$ cat src/rtl/sar_cmp_pkg.sv
// Shared types and constants for the successive-approximation comparator controller.
// Comparator codes are packed as {l,e,g}.
package sar_cmp_pkg;

    typedef enum logic [1:0] {
        IDLE,
        WAIT,
        TEST,
        DONE
    } state_t;

    localparam int unsigned W_DEF      = 3;
    localparam int unsigned SETTLE_DEF = 0;

    localparam logic [2:0] CMP_LT = 3'b100;
    localparam logic [2:0] CMP_EQ = 3'b010;
    localparam logic [2:0] CMP_GT = 3'b001;

    function automatic logic is_onehot3(input logic l, input logic e, input logic g);
        return ({l, e, g} == CMP_LT) || ({l, e, g} == CMP_EQ) || ({l, e, g} == CMP_GT);
    endfunction

endpackage

$ cat src/rtl/sar_settle_cnt.sv
// Loadable down-counter that paces comparator settling; saturates at zero.
module sar_settle_cnt #(
    parameter int unsigned CW = 1
) (
    input  logic          clk,
    input  logic          rst,
    input  logic          load,
    input  logic [CW-1:0] load_val,
    input  logic          dec,
    output logic [CW-1:0] cnt,
    output logic          zero
);

    logic [CW-1:0] cnt_q, cnt_d;

    always_comb begin
        cnt_d = cnt_q;
        if (load) begin
            cnt_d = load_val;
        end else if (dec && (cnt_q != '0)) begin
            cnt_d = cnt_q - CW'(1);
        end
    end

    always_ff @(posedge clk or posedge rst) begin
        if (rst) begin
            cnt_q <= '0;
        end else begin
            cnt_q <= cnt_d;
        end
    end

    assign cnt  = cnt_q;
    assign zero = (cnt_q == '0);

endmodule

$ cat src/rtl/sar_cmp_ctrl.sv
// Successive-approximation search that drives a comparator's B input and resolves
// its A input MSB-first, with early exit on equality and illegal-code detection.
module sar_cmp_ctrl
    import sar_cmp_pkg::*;
#(
    parameter int unsigned W      = W_DEF,
    parameter int unsigned SETTLE = SETTLE_DEF
) (
    input  logic         clk,
    input  logic         rst,
    input  logic         start,
    output logic [W-1:0] trial,
    input  logic         cmp_l,
    input  logic         cmp_e,
    input  logic         cmp_g,
    output logic         busy,
    output logic         done,
    output logic [W-1:0] result,
    output logic         early,
    output logic         err
);

    localparam int unsigned IW = (W > 1) ? $clog2(W) : 1;
    localparam int unsigned CW = (SETTLE > 0) ? $clog2(SETTLE + 1) : 1;
    localparam state_t AFTER_LOAD = (SETTLE > 0) ? WAIT : TEST;

    state_t        state_q, state_d;
    logic [W-1:0]  trial_q, trial_d;
    logic [W-1:0]  acc_q, acc_d;
    logic [W-1:0]  result_q, result_d;
    logic [W-1:0]  nacc;
    logic [IW-1:0] idx_q, idx_d;
    logic          early_q, early_d;
    logic          err_q, err_d;
    logic          busy_q, busy_d;
    logic          done_q, done_d;
    logic          cnt_load, cnt_dec, cnt_zero;
    logic [CW-1:0] cnt;
    logic [2:0]    code;

    generate
        if (SETTLE > 0) begin : g_settle
            sar_settle_cnt #(.CW(CW)) u_cnt (
                .clk      (clk),
                .rst      (rst),
                .load     (cnt_load),
                .load_val (CW'(SETTLE)),
                .dec      (cnt_dec),
                .cnt      (cnt),
                .zero     (cnt_zero)
            );
        end else begin : g_no_settle
            logic unused_cnt_ctl;
            assign unused_cnt_ctl = cnt_load ^ cnt_dec;
            assign cnt            = '0;
            assign cnt_zero       = 1'b1;
        end
    endgenerate

    always_comb begin
        state_d  = state_q;
        trial_d  = trial_q;
        acc_d    = acc_q;
        idx_d    = idx_q;
        result_d = result_q;
        early_d  = early_q;
        err_d    = err_q;
        cnt_load = 1'b0;
        cnt_dec  = 1'b0;
        nacc     = acc_q;
        code     = {cmp_l, cmp_e, cmp_g};

        case (state_q)
            IDLE: begin
                if (start) begin
                    trial_d  = W'(1) << (W - 1);
                    acc_d    = '0;
                    idx_d    = IW'(W - 1);
                    cnt_load = 1'b1;
                    result_d = '0;
                    early_d  = 1'b0;
                    err_d    = 1'b0;
                    state_d  = AFTER_LOAD;
                end
            end
            WAIT: begin
                cnt_dec = 1'b1;
                // zero only guards against a stuck counter; normal exit is at one
                if ((cnt == CW'(1)) || cnt_zero) begin
                    state_d = TEST;
                end
            end
            TEST: begin
                if (!is_onehot3(cmp_l, cmp_e, cmp_g)) begin
                    err_d    = 1'b1;
                    result_d = acc_q;
                    state_d  = DONE;
                end else if (code == CMP_EQ) begin
                    result_d = trial_q;
                    early_d  = 1'b1;
                    state_d  = DONE;
                end else begin
                    nacc = (code == CMP_GT) ? trial_q : acc_q;
                    if (idx_q == '0) begin
                        result_d = nacc;
                        state_d  = DONE;
                    end else begin
                        acc_d    = nacc;
                        trial_d  = nacc | (W'(1) << (idx_q - IW'(1)));
                        idx_d    = idx_q - IW'(1);
                        cnt_load = 1'b1;
                        state_d  = AFTER_LOAD;
                    end
                end
            end
            DONE: begin
                state_d = IDLE;
            end
            default: begin
                state_d = IDLE;
            end
        endcase

        busy_d = (state_d == WAIT) || (state_d == TEST);
        done_d = (state_d == DONE);
    end

    always_ff @(posedge clk or posedge rst) begin
        if (rst) begin
            state_q  <= IDLE;
            trial_q  <= '0;
            acc_q    <= '0;
            idx_q    <= IW'(W - 1);
            result_q <= '0;
            early_q  <= 1'b0;
            err_q    <= 1'b0;
            busy_q   <= 1'b0;
            done_q   <= 1'b0;
        end else begin
            state_q  <= state_d;
            trial_q  <= trial_d;
            acc_q    <= acc_d;
            idx_q    <= idx_d;
            result_q <= result_d;
            early_q  <= early_d;
            err_q    <= err_d;
            busy_q   <= busy_d;
            done_q   <= done_d;
        end
    end

    assign trial  = trial_q;
    assign result = result_q;
    assign early  = early_q;
    assign err    = err_q;
    assign busy   = busy_q;
    assign done   = done_q;

endmodule

$ cat config.mk
export PLATFORM = sky130hd
export DESIGN_NAME = sar_cmp_ctrl
export DESIGN_NICKNAME = d
export VERILOG_FILES = /design/src/rtl/sar_cmp_pkg.sv /design/src/rtl/sar_settle_cnt.sv /design/src/rtl/sar_cmp_ctrl.sv
export SDC_FILE = /design/constraint.sdc
export NUM_CORES = 1
export LEC_CHECK = 0
export ABC_CLOCK_PERIOD_IN_PS = 1630
export CAP_MARGIN = 15
export CORE_ASPECT_RATIO = 1.25
export CORE_MARGIN = 2
export CORE_UTILIZATION = 47
export CTS_CLUSTER_DIAMETER = 30
export CTS_CLUSTER_SIZE = 8
export DETAILED_ROUTE_END_ITERATION = 7
export PLACE_DENSITY = 0.74
export SYNTH_ARGS = -nofsm -noshare
export SYNTH_HDL_FRONTEND = slang
export SYNTH_SLANG_ARGS = --single-unit
$ cat constraint.sdc
create_clock -name clk -period 1.63 [get_ports clk]
set_input_delay 0.163 -clock clk [delete_from_list [all_inputs] [get_ports clk]]
set_output_delay 0.163 -clock clk [all_outputs]
set_load 0.005 [all_outputs]
==> results of run 1 <==
## cell usage in the layout (no fill, tap or decap), drive strengths merged, types with 2 or more instances in the layout
cell and instances:
nor3 2, nor3b 3, o21ai 8, dfrtp 16, nand2 4, nand2b 2, o21a 2, buf 32
a211oi 5, ha 7, o211ai 2, xor2 2, a22o 3, clkbuf 4, a21oi 7, a31oi 3
nor4 2, inv 10, nor2 7, clkdlybuf4s50 15
## flip-flops by register name (all words and copies together), names as in the netlist
signal,count
state_q,2
early,1
busy,1
idx_q,2
result,3
done,1
err,1
trial,3
acc_q,3
## per-stage QoR
stage               area, sq um  hold slack [ns]  utilization [%]  power (mW)
global placement           1450            0.487             67.2        2.11
floorplan                  1070           0.0883                -        1.45
finish                     1580            0.164             73.0        2.67
global route               1580            0.219             73.0        2.85
CTS                        1520            0.168             70.3        2.51
detailed placement         1450            0.492             67.2        2.16
## logic make-up after synthesis
| logic type | synth area share, % |
|---|---|
| compound gates | 24.8 |
| flops | 40.0 |
| simple gates | 14.9 |
| fa+ha+maj | 8.22 |
| xor+xnor | 4.93 |
| mux | 0.939 |
| buf+inv | 6.22 |
## worst max-delay path by stage
stage	from	slack [ns]	end	cells past startpoint
2_1_floorplan	idx_q[1]$_DFFE_PP1P_	0.06	busy$_DFF_PP0_	6
3_3_place_gp	cmp_g	-0.17	result[2]$_DFFE_PP0P_	7
3_5_place_dp	cmp_g	-0.15	result[2]$_DFFE_PP0P_	7
4_1_cts	idx_q[1]$_DFFE_PP1P_	-0.009	acc_q[1]$_DFFE_PP0P_	6
5_1_grt	idx_q[1]$_DFFE_PP1P_	-0.05	acc_q[1]$_DFFE_PP0P_	6
6_report	idx_q[1]$_DFFE_PP1P_	0.03	acc_q[1]$_DFFE_PP0P_	6
## per-layer routing
metal | wire [um] | vias to the layer above | GRT usage, % | share of wire, %
met1 | 1120 | 486 | 29.4 | 41
li1 | - | 481 | - | -
met3 | 95 | 13 | 2.53 | 3.5
met2 | 1400 | 27 | 37.3 | 51
met4 | 128 | 0 | 16.3 | 4.7
met5 | 0 | - | 0 | 0
## power groups by stage
stage	combinational, mW	clock (mW)	sequential, mW
after floorplan	0.737	0	0.717
after global placement	1.39	0	0.728
after detailed placement	1.43	0	0.732
after CTS	1.55	0.234	0.728
after global routing	1.84	0.245	0.762
final	1.69	0.233	0.740
## worst min-delay path: stages
cell             delay [ns]
clkdlybuf4s50_1        0.39
inv_1                  0.05
buf_4                  0.24
## area by class of cell
class                           instances  area [sq um]
Clock buffer                            4          26.3
Fill cell                             160           583
Inverter                               10          37.5
Multi-Input combinational cell         75           661
Sequential cell                        17           427
Tap cell                               31          38.8
Timing Repair Buffer                   47           390
## what timing repair did
| item | 4_1_cts | 5_1_grt |
|---|---|---|
| pin swaps | 3 | 5 |
| hold endpoints to repair | 0 | 0 |
| setup buffers | 2 | 0 |
| gates resized for setup | 6 | 12 |
| endpoints found under the setup margin | 9 | 11 |
==> results_dict.tcl, run 1 <==
set metrics [dict create \
    outcome "completed" \
    synth-warning-count 0 \
    cts_hold_buffers 0 \
    dp_cells 178 \
    hold_violations 0 \
    seqPwrFrac_pct 27.7 \
    synth.area.top_cells "dfrtp_1 38%, ha_1 8.2%, a211oi_1 3.5%" \
    synth_cell_types 40 \
    clock-root-buffer "clkbuf_4" \
    endpoint_kind "flip-flop" \
    wl_per_cell_um 14.9 \
    netlist_instances 106 \
    crit_buf_inv 1 \
    postSynthNetCount 119 \
    core_sq_um 2160 \
    timing.fmax_mhz 627 \
    fp-row-count 19 \
    ios 16 \
    clock_path_buffers 2 \
    gp_congestion 0.841 \
    synth.top_cells.by_count "16 x dfrtp_1, 10 x inv_1" \
    place_hpwl_um 2000 \
    cp.required_ns 1.87 \
    slew_headroom_pct 75.4 \
    drc 0 \
    internal-power_mw 1.65 \
    critPathArrivalTime_ns 1.84 \
    slew_viol_final 0 \
    preCtsSetupSlack_ns -0.150 \
    vias_per_cell 5.47 \
    tightest_slew_ns 0.360 \
    synth_area_sq_um 1070 \
    seq_area_frac_synth_pct 40.0 \
    timing.final.crit_share_pct 97.9 \
    chipWidth_um 46.6 \
    slowest_stage "dfstp_2" \
    tritoncts "done" \
    globalRouteTotalUtil_pct 23.8 \
    r2r-start "idx_q[1]$_DFFE_PP1P_" \
    cts.sinks 17 \
    worst_path_dominant_cell_family "flip-flops" \
    avgSynthCellArea_sq_um 10.1 \
    pwr-share-clk_pct 8.7 \
    leakage_nw 0.697 \
    die_y_um 57.2 \
    ys_ff_latch 17 \
    diodes 0 \
    drive_above_1_share_pct 35.3 \
    grt_pass1_wl_um 4540 \
    drt-total-wl_um 2740 \
    regToRegEndpoint "acc_q[1]$_DFFE_PP0P_" \
    ant_nets 0 \
    maxCapViolations 0 \
    worst_clock_skew_ns 0.000355 \
    ir_worst_vdd_mv 1.31 \
    setup_viol 0 \
    clock_latency_ns 0.30 \
    yosysMostFrequentCell "dfrtp_1" \
    yosys.area.top_type "dfrtp_1" \
    async_flop_share_pct 100 \
    rsz0062_at_grt "yes" \
    die_area_sq_um 2670 \
    antenna_found_initial 0 \
    period_minus_slack_ns 1.60 \
    dr.pass1.iters 4 \
    area_delta_synth_final_pct 48.2 \
    comb_power_share_pct 63.5 \
    cellPowerDensity_nw_per_um2 1690 \
    switchingPower_mw 1.02 \
    setup_tns_ns 0 \
    final_cell_count_no_fill 184 \
    p_sw_share_pct 38.3 \
    path_max_fanout 5 \
    cts_buffers 3 \
    clkTransAtPathRegs_ns 0.10 \
    start_kind "flip-flop" \
    globalRoute.totalOverflow 0 \
    grt_pass1_vias 1087 \
    ys.flop_type "dfrtp_1" \
    drt_iter0_drc 17 \
    cp_cell_sequence "inv_2, ha_4, nand2b_4, nand4bb_4, o211ai_4, a22o_1" \
    r2r_slack_ns 0.03 \
    slowest_delay_ns 0.55 \
    grt_max_degree 18 \
    crit_type "reg -> reg" \
    htreeDepth 1 \
    fin_nets 167 \
    vias 1007 \
    start_util_pct 49.3 \
    synth_top_area_share_pct 37.6 \
    reg2regPathDepth 6 \
    port_buffers 15 \
    hold_class "in -> async" \
    layout_setup_ws_ns 0.0341 \
    synth_edf_count 0 \
]
Note: power is estimated with default switching activity, not from simulation.
==> run 2, diff against run 1 <==
CORE_MARGIN = 3   (was 2)
==> run 2 against run 1 <==
  * The run now ends with setup timing left
  * Die area up 7.9%
  * Via count down 1.7%
  * Worst setup slack lost 0.039 ns
  * Clock skew up 0.013 ns
  * Global-route usage down 2.8 points
  * Critical path depth is the same
  * Largest cell class unchanged
  * Total power down 0.97%
  * Register-to-register slack got worse by 0.04 ns
  * Routed wire length is 1.0% higher
==> results_dict.tcl, run 2 (synthesized netlist as in run 1, its figures left out) <==
set metrics [dict create \
    crit_type "reg -> reg" \
    layout_commonest_cell "buf_4" \
    die_y_um 59.2 \
    layout_setup_ws_ns -0.00493 \
    clock_path_buffers 2 \
    cellPowerDensity_nw_per_um2 1710 \
    period_minus_slack_ns 1.63 \
    r2r_slack_ns -0.005 \
    gp_congestion 0.849 \
    grt_pass1_vias 1007 \
    start_util_pct 51.4 \
    drt_iter0_drc 25 \
    wl_per_cell_um 15.4 \
    ir_worst_vdd_mv 1.28 \
    antenna_found_initial 0 \
    regToRegEndpoint "acc_q[1]$_DFFE_PP0P_" \
    placed_cell_area_sq_um 1430 \
    seq_area_sq_um 427 \
    grt_max_degree 18 \
    timing.fmax_mhz 612 \
    grt_pass1_wl_um 4570 \
    cts_buffers 3 \
    slowest_delay_ns 0.56 \
    slowest_stage "dfstp_2" \
    die_area_sq_um 2880 \
    dr.pass1.iters 4 \
    hold_violations 0 \
    endpoint_kind "flip-flop" \
    setup_viol 2 \
    holdWs_ns 0.151 \
    fillers 151 \
    clkTransAtPathRegs_ns 0.11 \
    core_sq_um 2070 \
    path_max_fanout 5 \
    leakage_nw 0.687 \
    fin_area_sq_um 1550 \
    dp_cells 174 \
    worst_clock_skew_ns 0.0139 \
    vias 990 \
    outcome "complete, but fails checks" \
    drt-total-wl_um 2770 \
    cts_hold_buffers 0 \
    violations "setup timing" \
    diodes 0 \
    preCtsSetupSlack_ns -0.191 \
    tightest_slew_ns 0.395 \
    slew_viol_final 0 \
    slew_headroom_pct 73.0 \
    cp.required_ns 1.87 \
    drive_above_1_share_pct 34.0 \
    clock_latency_ns 0.31 \
    postLayoutCoreUtil_pct 74.6 \
    setup_tns_ns -0.00827 \
    ant_nets 0 \
    ios 16 \
    globalRoute.totalOverflow 0 \
    area_delta_synth_final_pct 45.1 \
    tritoncts "done" \
    r2r-start "idx_q[1]$_DFFE_PP1P_" \
    cp_cell_sequence "inv_2, ha_4, nand2b_4, nand4bb_4, o211ai_2, a22o_1" \
    htreeDepth 1 \
    fin_nets 164 \
    cp.depth 6 \
    fp-row-count 18 \
    cts.sinks 17 \
    globalRouteTotalUtil_pct 21.0 \
    vias_per_cell 5.50 \
    worst_path_dominant_cell_family "flip-flops" \
    crit_buf_inv 1 \
    multi_input_area_sq_um 646 \
    chipWidth_um 48.6 \
    start_kind "flip-flop" \
    drc 0 \
    place_hpwl_um 2050 \
    port_buffers 15 \
    maxCapViolations 0 \
    hold_class "in -> async" \
    timing.final.crit_share_pct 100 \
    final_cell_mix "28 x buf_4, 16 x dfrtp_1, 15 x clkdlybuf4s50_1" \
    reg2regPathDepth 6 \
    power.total_mw 2.64 \
    rsz0062_at_grt "yes" \
    critPathArrivalTime_ns 1.88 \
    clock-root-buffer "clkbuf_4" \
    final_cell_count_no_fill 180 \
]
## run 2: routing by layer
layer	vias to the layer above	global-route usage, %	share of wire (%)
met5	-	0	0
met4	0	12.6	2.6
li1	476	-	-
met2	21	37.8	52
met3	6	2.52	3.3
met1	487	24.2	42
## run 2: cell type report
class / count / share of cell area, %
Clock buffer: 3 / 1.46
Clock inverter: 1 / 0.324
Inverter: 10 / 2.43
Multi-Input combinational cell: 75 / 41.7
Sequential cell: 17 / 27.6
Tap cell: 30 / 2.43
Timing Repair Buffer: 44 / 24.0
## run 2: worst reg2reg max path, cell delays in order, from the launching register on
cell	delay, ns
dfstp_2	0.56
inv_2	0.05
ha_4	0.16
nand2b_4	0.15
nand4bb_4	0.24
o211ai_2	0.23
a22o_1	0.18
## run 2: timing repair
item,in CTS,in global routing
pin swaps,5,3
buffers inserted,2,1
gates resized for setup,7,10
endpoints found under the setup margin,9,12
## run 2: how the worst max path moves through the flow
stage | startpoint | end
floorplan | idx_q[1]$_DFFE_PP1P_ | busy$_DFF_PP0_
global placement | cmp_g | busy$_DFF_PP0_
detailed placement | cmp_g | busy$_DFF_PP0_
CTS | idx_q[1]$_DFFE_PP1P_ | acc_q[1]$_DFFE_PP0P_
global route | idx_q[1]$_DFFE_PP1P_ | acc_q[2]$_DFFE_PP0P_
finish | idx_q[1]$_DFFE_PP1P_ | acc_q[1]$_DFFE_PP0P_
## run 2: power breakdown
group / internal, mW / total [mW] / switching (mW)
clock network: 0.0917 / 0.240 / 0.148
logic: 0.927 / 1.67 / 0.742
registers: 0.602 / 0.734 / 0.132
total: 1.62 / 2.64 / 1.02
==> run 3, diff against run 2 <==
CAP_MARGIN = not set   (was 15)
GPL_ROUTABILITY_DRIVEN = 0   (was not set)
==> results of run 3 <==
No change in the layout: final DEF, timing and power equal those of run 2.
